`src/rtl/lattice_loader.sv`:
```
// lattice_loader: host-side sequencer for the lattice address generator.
// Streams n+1 leaf values into node RAM, kicks the generator with a one-cycle
// start pulse, waits for its write burst to finish, then reads the root node
// (address 0) and hands it back to the host over valid/ready.
// Optional feature: define LOADER_WATCHDOG_EN to abort a run whose generator
// never finishes. The abort fires after WD_CYC cycles spent in the wait states.
module lattice_loader #(
  parameter int unsigned DATA_W = 32,
  parameter int unsigned ADDR_W = 11,
  parameter int unsigned RD_LAT = 2,
  parameter int unsigned WD_CYC = 65535
) (
  input  logic              clk,
  input  logic              nrst,
  input  logic [15:0]       cfg_n,
  input  logic              go,
  input  logic [DATA_W-1:0] in_data,
  input  logic              in_valid,
  output logic              in_ready,
  output logic [ADDR_W-1:0] ld_wraddr,
  output logic [DATA_W-1:0] ld_wrdata,
  output logic              ld_wren,
  output logic              ld_sel,
  output logic              start,
  input  logic              core_wren,
  output logic [ADDR_W-1:0] ld_rdaddr,
  input  logic [DATA_W-1:0] rd_data,
  output logic [DATA_W-1:0] res_data,
  output logic              res_valid,
  input  logic              res_ready,
  output logic              busy,
  output logic              err
);

  // Read-latency counter must hold values 0..RD_LAT.
  localparam int unsigned RcW = $clog2(RD_LAT + 1);

  typedef enum logic [2:0] {
    StIdle,
    StLoad,
    StStart,
    StWaitRise,
    StWaitFall,
    StRead,
    StResult
  } state_e;

  state_e              state_q, state_d;
  logic [ADDR_W:0]     n_q, n_d;
  logic [ADDR_W:0]     cnt_q, cnt_d;
  // Set once word n has been accepted; the cycle it is high carries the last write.
  logic                done_q, done_d;
  logic                wren_q, wren_d;
  logic [ADDR_W-1:0]   wraddr_q, wraddr_d;
  logic [DATA_W-1:0]   wrdata_q, wrdata_d;
  logic [RcW-1:0]      rd_cnt_q, rd_cnt_d;
  logic [DATA_W-1:0]   res_data_q, res_data_d;
  logic                res_valid_q, res_valid_d;
  logic                err_c;
  logic                cfg_bad;
  logic                hs_in;

`ifdef LOADER_WATCHDOG_EN
  logic [15:0]         wd_q, wd_d;
`endif

  // n must be 1..2^ADDR_W-1 so the n+1 leaves fit the node RAM.
  assign cfg_bad = (cfg_n == 16'd0) || (cfg_n[15:ADDR_W] != '0);
  assign hs_in   = in_valid && in_ready;

  // Output decode from the current state; write port and result are registered.
  assign in_ready  = (state_q == StLoad) && !done_q;
  assign ld_sel    = !((state_q == StStart) || (state_q == StWaitRise) ||
                       (state_q == StWaitFall));
  assign start     = (state_q == StStart);
  assign busy      = (state_q != StIdle);
  assign ld_rdaddr = '0;
  assign ld_wren   = wren_q;
  assign ld_wraddr = wraddr_q;
  assign ld_wrdata = wrdata_q;
  assign res_data  = res_data_q;
  assign res_valid = res_valid_q;
  assign err       = err_c;

  // Next-state and datapath update.
  always_comb begin
    state_d     = state_q;
    n_d         = n_q;
    cnt_d       = cnt_q;
    done_d      = done_q;
    wren_d      = 1'b0;
    wraddr_d    = wraddr_q;
    wrdata_d    = wrdata_q;
    rd_cnt_d    = rd_cnt_q;
    res_data_d  = res_data_q;
    res_valid_d = res_valid_q;
    err_c       = 1'b0;
`ifdef LOADER_WATCHDOG_EN
    wd_d        = wd_q;
`endif

    unique case (state_q)
      StIdle: begin
        if (go) begin
          if (cfg_bad) begin
            err_c = 1'b1;
          end else begin
            n_d     = cfg_n[ADDR_W:0];
            cnt_d   = '0;
            done_d  = 1'b0;
            state_d = StLoad;
          end
        end
      end

      StLoad: begin
        if (hs_in) begin
          wren_d   = 1'b1;
          wraddr_d = cnt_q[ADDR_W-1:0];
          wrdata_d = in_data;
          cnt_d    = cnt_q + 1'b1;
          if (cnt_q == n_q) begin
            done_d = 1'b1;
          end
        end
        // Leave only while the final write is on the port, so start follows it.
        if (done_q) begin
          state_d = StStart;
        end
      end

      StStart: begin
        state_d = StWaitRise;
`ifdef LOADER_WATCHDOG_EN
        wd_d    = '0;
`endif
      end

      StWaitRise: begin
`ifdef LOADER_WATCHDOG_EN
        if (core_wren) begin
          state_d = StWaitFall;
          wd_d    = '0;
        end else if (wd_q + 16'd1 == 16'(WD_CYC)) begin
          err_c   = 1'b1;
          state_d = StIdle;
        end else begin
          wd_d = wd_q + 16'd1;
        end
`else
        if (core_wren) begin
          state_d = StWaitFall;
        end
`endif
      end

      StWaitFall: begin
`ifdef LOADER_WATCHDOG_EN
        if (!core_wren) begin
          state_d  = StRead;
          rd_cnt_d = '0;
        end else if (wd_q + 16'd1 == 16'(WD_CYC)) begin
          err_c   = 1'b1;
          state_d = StIdle;
        end else begin
          wd_d = wd_q + 16'd1;
        end
`else
        if (!core_wren) begin
          state_d  = StRead;
          rd_cnt_d = '0;
        end
`endif
      end

      StRead: begin
        // Address 0 is driven from the first READ cycle; data lands RD_LAT later.
        if (rd_cnt_q == RcW'(RD_LAT)) begin
          res_data_d  = rd_data;
          res_valid_d = 1'b1;
          state_d     = StResult;
        end else begin
          rd_cnt_d = rd_cnt_q + 1'b1;
        end
      end

      StResult: begin
        if (res_ready) begin
          res_valid_d = 1'b0;
          state_d     = StIdle;
        end
      end

      default: begin
        state_d = StIdle;
      end
    endcase
  end

  // State registers with synchronous active-low reset.
  always_ff @(posedge clk) begin
    if (!nrst) begin
      state_q     <= StIdle;
      n_q         <= '0;
      cnt_q       <= '0;
      done_q      <= 1'b0;
      wren_q      <= 1'b0;
      wraddr_q    <= '0;
      wrdata_q    <= '0;
      rd_cnt_q    <= '0;
      res_data_q  <= '0;
      res_valid_q <= 1'b0;
    end else begin
      state_q     <= state_d;
      n_q         <= n_d;
      cnt_q       <= cnt_d;
      done_q      <= done_d;
      wren_q      <= wren_d;
      wraddr_q    <= wraddr_d;
      wrdata_q    <= wrdata_d;
      rd_cnt_q    <= rd_cnt_d;
      res_data_q  <= res_data_d;
      res_valid_q <= res_valid_d;
    end
  end

`ifdef LOADER_WATCHDOG_EN
  // Watchdog counter register.
  always_ff @(posedge clk) begin
    if (!nrst) begin
      wd_q <= '0;
    end else begin
      wd_q <= wd_d;
    end
  end
`endif

endmodule

```
`config.mk`:
```
export PLATFORM = sky130hd
export DESIGN_NAME = lattice_loader
export DESIGN_NICKNAME = d
export VERILOG_FILES = /design/src/rtl/lattice_loader.sv
export SDC_FILE = /design/constraint.sdc
export NUM_CORES = 1
export LEC_CHECK = 0
export ABC_AREA = 1
export ABC_CLOCK_PERIOD_IN_PS = 1550
export BUFFER_PORTS_ARGS = -buffer_cell sky130_fd_sc_hd__buf_2
export CAP_MARGIN = 40
export CORE_MARGIN = 1
export CORE_UTILIZATION = 49
export DETAILED_ROUTE_END_ITERATION = 7
export GPL_TIMING_DRIVEN = 0
export PLACE_DENSITY_LB_ADDON = 0.1
export SLEW_MARGIN = 20
export SYNTH_ARGS = -nofsm -noshare
export SYNTH_HDL_FRONTEND = slang
export SYNTH_SLANG_ARGS = --single-unit
export TNS_END_PERCENT = 5
```
`constraint.sdc`:
```
create_clock -name clk -period 1.55 [get_ports clk]
set_input_delay 0 -clock clk [delete_from_list [all_inputs] [get_ports clk]]
set_output_delay 0 -clock clk [all_outputs]
set_load 0.02 [all_outputs]
```
Word-level counts from Yosys, hierarchy flattened
Index checks and enable logic that the tools add are counted.

Register bits: 107. Logic and storage cells: 81.

$add $sub $neg: 2. Equal/unequal tests: 18. Multiplexer cells: 27. Bitwise gates (word level): 1. Reductions and logical operators: 23.

Operators with widths (count): 12-bit 2-to-1 mux (3); 12-bit one-hot mux with 2 select lines (1); 3-bit 2-to-1 mux (7); 3-bit one-hot mux with 7 select lines (1); 2-bit != test (second input constant) (9); 16-bit zero test (1); 12-bit by 1-bit adder with 12-bit output (second input constant) (1); 12-bit equality test (1); 1-bit 2-to-1 mux (10); 3-bit equality test (second input constant) (3); 3-bit AND reduction (3); 7-bit AND reduction (1); 3-bit by 2-bit equality test with 1-bit output (second input constant) (2); 2-bit AND reduction (3); 2-bit nonzero test (3); 5-bit AND reduction (1); 5-bit nonzero test (1); 2-bit 2-to-1 mux (2); 1-bit one-hot mux with 2 select lines (2); 2-bit one-hot mux with 2 select lines (1); 4-bit AND reduction (1); 3-bit by 1-bit equality test with 1-bit output (second input constant) (1); 3-bit zero test (1); 1-bit logical OR (3); 7 further kinds (9).

Logic depth before layout (Yosys ltp)
Depth in word-level cells: 5. Gate-level depth with buffers: 12.

Worst setup path before layout
OpenSTA, ideal clock, no wires.

Path type: reg2reg. Start point: reg state_q[0]. End point: reg cnt_q[1]. Library setup time: 0.114 ns. Arrival: 1.265 ns. Data required time: 1.436 ns. Setup slack: 0.171 ns. Stages on the path, launching flop included: 12. Buffers on the path: 2. Clock period less this slack: 1.379 ns. Cell sequence: dfxtp_1 buf_6 nand2_4 nor2_4 nand2_4 inv_4 nand2_4 nand2_4 nand2_1 buf_4 o21ai_2 nor2_1.

Word-level cells in the longest chain between the ends: 5. Elaborated cells on any way between the ends: 10. Classes of those cells: eq/ne: 4; mux: 1; reduce/logical: 5.

RTL lines: from (decl) (line 48) `state_e state_q, state_d;`; from (signal assigned) (line 203) `state_q <= StIdle;`; from (signal assigned) (line 214) `state_q <= state_d;`; 3-bit by 1-bit equality test with 1-bit output (line 72, 102); 1-bit logical AND (line 72) `assign in_ready = (state_q == StLoad) && !done_q;`; 1-bit logical AND (line 69) `assign hs_in = in_valid && in_ready;`; 2-bit != test (no line); 4-bit AND reduction (no line); to (signal assigned) (line 216) `cnt_q <= cnt_d;`; to (decl) (line 50) `logic [ADDR_W:0] cnt_q, cnt_d;`.

Several ways; a longest one is shown, not always the timed one. A chain may end at the register's enable or synchronous reset.

Worst setup path after layout
Start point: reg state_q[0]. End point: reg n_q[6].

Word-level cells in the longest chain between the ends: 2.

RTL lines: 3-bit zero test (line 102) `unique case (state_q)`; 3-bit AND reduction (no line); to (signal assigned) (line 215) `n_q <= n_d;`; to (decl) (line 49) `logic [ADDR_W:0] n_q, n_d;`.

No other way between the ends.

==> impl_results.md <==
- DIE AREA: 9990 um2
- Endpoints failing hold: 0
- Die width: 100 um
- Row count: 35
- Overflow after GRT: 0
- Family with the most delay on the worst path: buffers and inverters
- Num ports: 179
- Largest family of logic cells by synthesized area: simple AND/OR/NAND/NOR gates
- Nets: 1,006
- Antenna Cells: 0
- Critical path class: register to register
- Clk sink count: 107
- Post-synthesis mux area share: 0%
- Mapped Cells: 642
- Vias in the first global route: 4,751
- Crit path launch type: register
- Via density: 5.03
- CP Cell Sequence: buf_6 -> buf_4 -> nor2_4 -> buf_6 -> nand4_1 -> buf_6 -> buf_6 -> nor2_4 -> nor2_1
- CTS tree: yes
- Critical path buffers and inverters: 5
- Most numerous cell in the Yosys netlist: nand2_1
- Yosys Warn Count: 0
- Synth-to-Final Area Change: 48.0%
- Hold Path Class: primary input to register
- Peak Freq: 0.655 GHz
- DPL Wire Length: 9.12 mm
- Initial core utilization: 50.6%
- Share of layout cells above drive strength 1: 30.2%
- Main synth FF type: dfxtp_1
- Largest buffer count on any clock path: 2
- CP endpoint kind: register
- Post-synth top area share: 45.6%
- Worst path slowest cell: dfxtp_2
- Crit share post-route: 98.5%
- VDD IR max: 0.468 mV
- Dominant cell type by area after synthesis: dfxtp_1
- Slew Limit Headroom: 66.5%
- Synth Area in Simple Gates: 30.5%
- CP max FO: 6
- Drt first pass iters: 5
- Final worst path period need: 1530 ps
- Final core utilization: 75.0%
- Critical Path AT: 1780 ps
- Top cells by area, synth: dfxtp_1, nand2_1, a21oi_1, nand3_1, nor2_1
- Hold_ws: 39.9 ps
- Compound-Gate Fraction of Synth Area: 12.2%
- Most frequent CP cell: buf_6
- Post-synth ARST share: 0%
- CTS Buf Count: 9
- Synth Area in Adders: 0.532%
- Worst clock skew: 10.3 ps
- Htree depth: 3
- Syn_area_per_cell: 7.32 um2
- Synth unique cells: 34
- Sequential share of the synthesized area: 45.6%
- Top cells by count, synth: nand2_1, dfxtp_1, a21oi_1, nand3_1, nor2_1
- Crit path required time: 1800 ps
- RSZ-0062 raised after global routing: true
- Gr usage total: 27.2%
- Average wire per standard cell: 13.6 um
- Core area: 9280 um2
- Detailed Route WL: 14.3 mm
- P_leak: 3.01 nW
- R2R setup slack: 20 ps
- Worst-Skew Late Latency: 360 ps
- Vias post-DR: 5,295
- GP Congestion: 0.875
- Remaining DRCs: 0
- Crit path largest cell delay: 330 ps
- Synthesized cell area: 4700 um2
- Die H: 100 um
- EDFF count, synth: 0
- Clk root buf: clkbuf_8
- Max Cap Violations: 0
- PD cells: 706 nW/um2
- Pin slew with the least headroom to its limit: 503 ps
- Iteration-0 DRC Markers: 242
- Number of synthesized register bits: 107
- XOR/XNOR share of the synthesized area: 2.24%
- Setup-violating endpoint count in the final report: 0
- PortBufs: 166
- Initial antenna violation count: 0
- Largest net degree at the start of global routing: 19
- CTS clk-pin slew, worst paths: 100 ps
- Total power: 0.00491 W
- First-pass GRT wire length: 21.8 mm
- Post-DRT Antenna Nets: 0
- Slew Limit Fails: 0
- Status: completed
==> state kept, by name (all words and copies together) (netlist names) <==
signal	count
state_q	3
done_q	1
res_data	32
ld_wraddr	11
cnt_q	12
ld_wren	1
n_q	12
rd_cnt_q	2
ld_wrdata	32
res_valid	1
==> logic make-up after synthesis <==
family          after synthesis
simple gates                319
compound gates              112
flops                       107
buf+inv                      89
xor+xnor                     12
fa+ha+maj                     2
other cells                   1
==> what timing repair did <==
item,in CTS,in global routing
setup endpoints to repair,37,70
hold buffers,77,0
gates resized for setup,13,56
hold endpoints to repair,76,0
pin swaps,1,4
cloned,0,2
setup buffers,0,11
==> worst reg2reg max path: stages (launching register included) <==
cell,delay [ps]
dfxtp_2,330
buf_6,120
buf_4,130
nor2_4,160
buf_6,130
nand4_1,110
buf_6,180
buf_6,130
nor2_4,80
nor2_1,50
==> power by group <==
| group | internal, W | total [W] | switching, W |
|---|---|---|---|
| logic | 0.000293 | 0.000563 | 0.000271 |
| registers | 0.00276 | 0.00276 | 0.00000916 |
| clock network | 0.000607 | 0.00159 | 0.000979 |
| total | 0.00366 | 0.00491 | 0.00126 |
==> metrics by stage <==
step / TNS [ps] / setup slack (ps) / instance area, um2 / instances
6_report: 0 / 24.0 / 6960 / 1052
3_3_place_gp: -96.6 / -14.3 / 5730 / 947
3_5_place_dp: -626 / -54.9 / 5730 / 947
5_1_grt: -866 / -110 / 6960 / 1052
4_1_cts: -95.9 / -60.9 / 6710 / 1040
2_1_floorplan: 0 / 171 / 4740 / 652
==> area by class of cell <==
type / instances / area [um2]
sequential: 107 / 2160
clock inverter: 6 / 50.0
timing repair buffer: 256 / 1720
multi-input combinational: 456 / 2290
fill: 721 / 2320
inverter: 35 / 144
buffer: 53 / 314
clock buffer: 10 / 128
tap: 129 / 161
==> routing by layer <==
layer | share of wire (%) | routed length [um] | track usage (%)
met1 | 41 | 5880 | 32.7
met2 | 50 | 7230 | 47.9
met3 | 5.8 | 827 | 4.04
met5 | 0 | 0 | 0
met4 | 2.7 | 382 | 12.4
==> layout by cell type, fill, tap and decap left out, drive strengths merged <==
master       Yosys  routed
a211oi           1       1
a21oi           93      93
and2             1       1
buf             32     212
clkbuf          22      30
clkinv           0       3
clkinvlp         0       1
conb             1      11
dfxtp          107     107
dlygate4sd3      0      77
ha               2       2
inv             35      37
nand2          151     151
nand3           94      94
nand3b           1       1
nand4            7       7
nor2            59      59
nor3             4       4
nor3b            1       1
o211ai           1       1
o21a             1       1
o21ai           16      16
or2              1       1
xnor2           11      11
xor2             1       1
==> final timing paths <==
| check | startpoint | to | cells past startpoint |
|---|---|---|---|
| worst max-delay path | state_q[0] | n_q[6] | 9 |
| worst min-delay path | in_valid | ld_wrdata[1] | 3 |
| worst max register to register | state_q[0] | n_q[6] | 9 |
| worst min register to register | ld_wraddr[0] | ld_wraddr[0] | 2 |
Note: power is estimated with default switching activity, not from simulation.
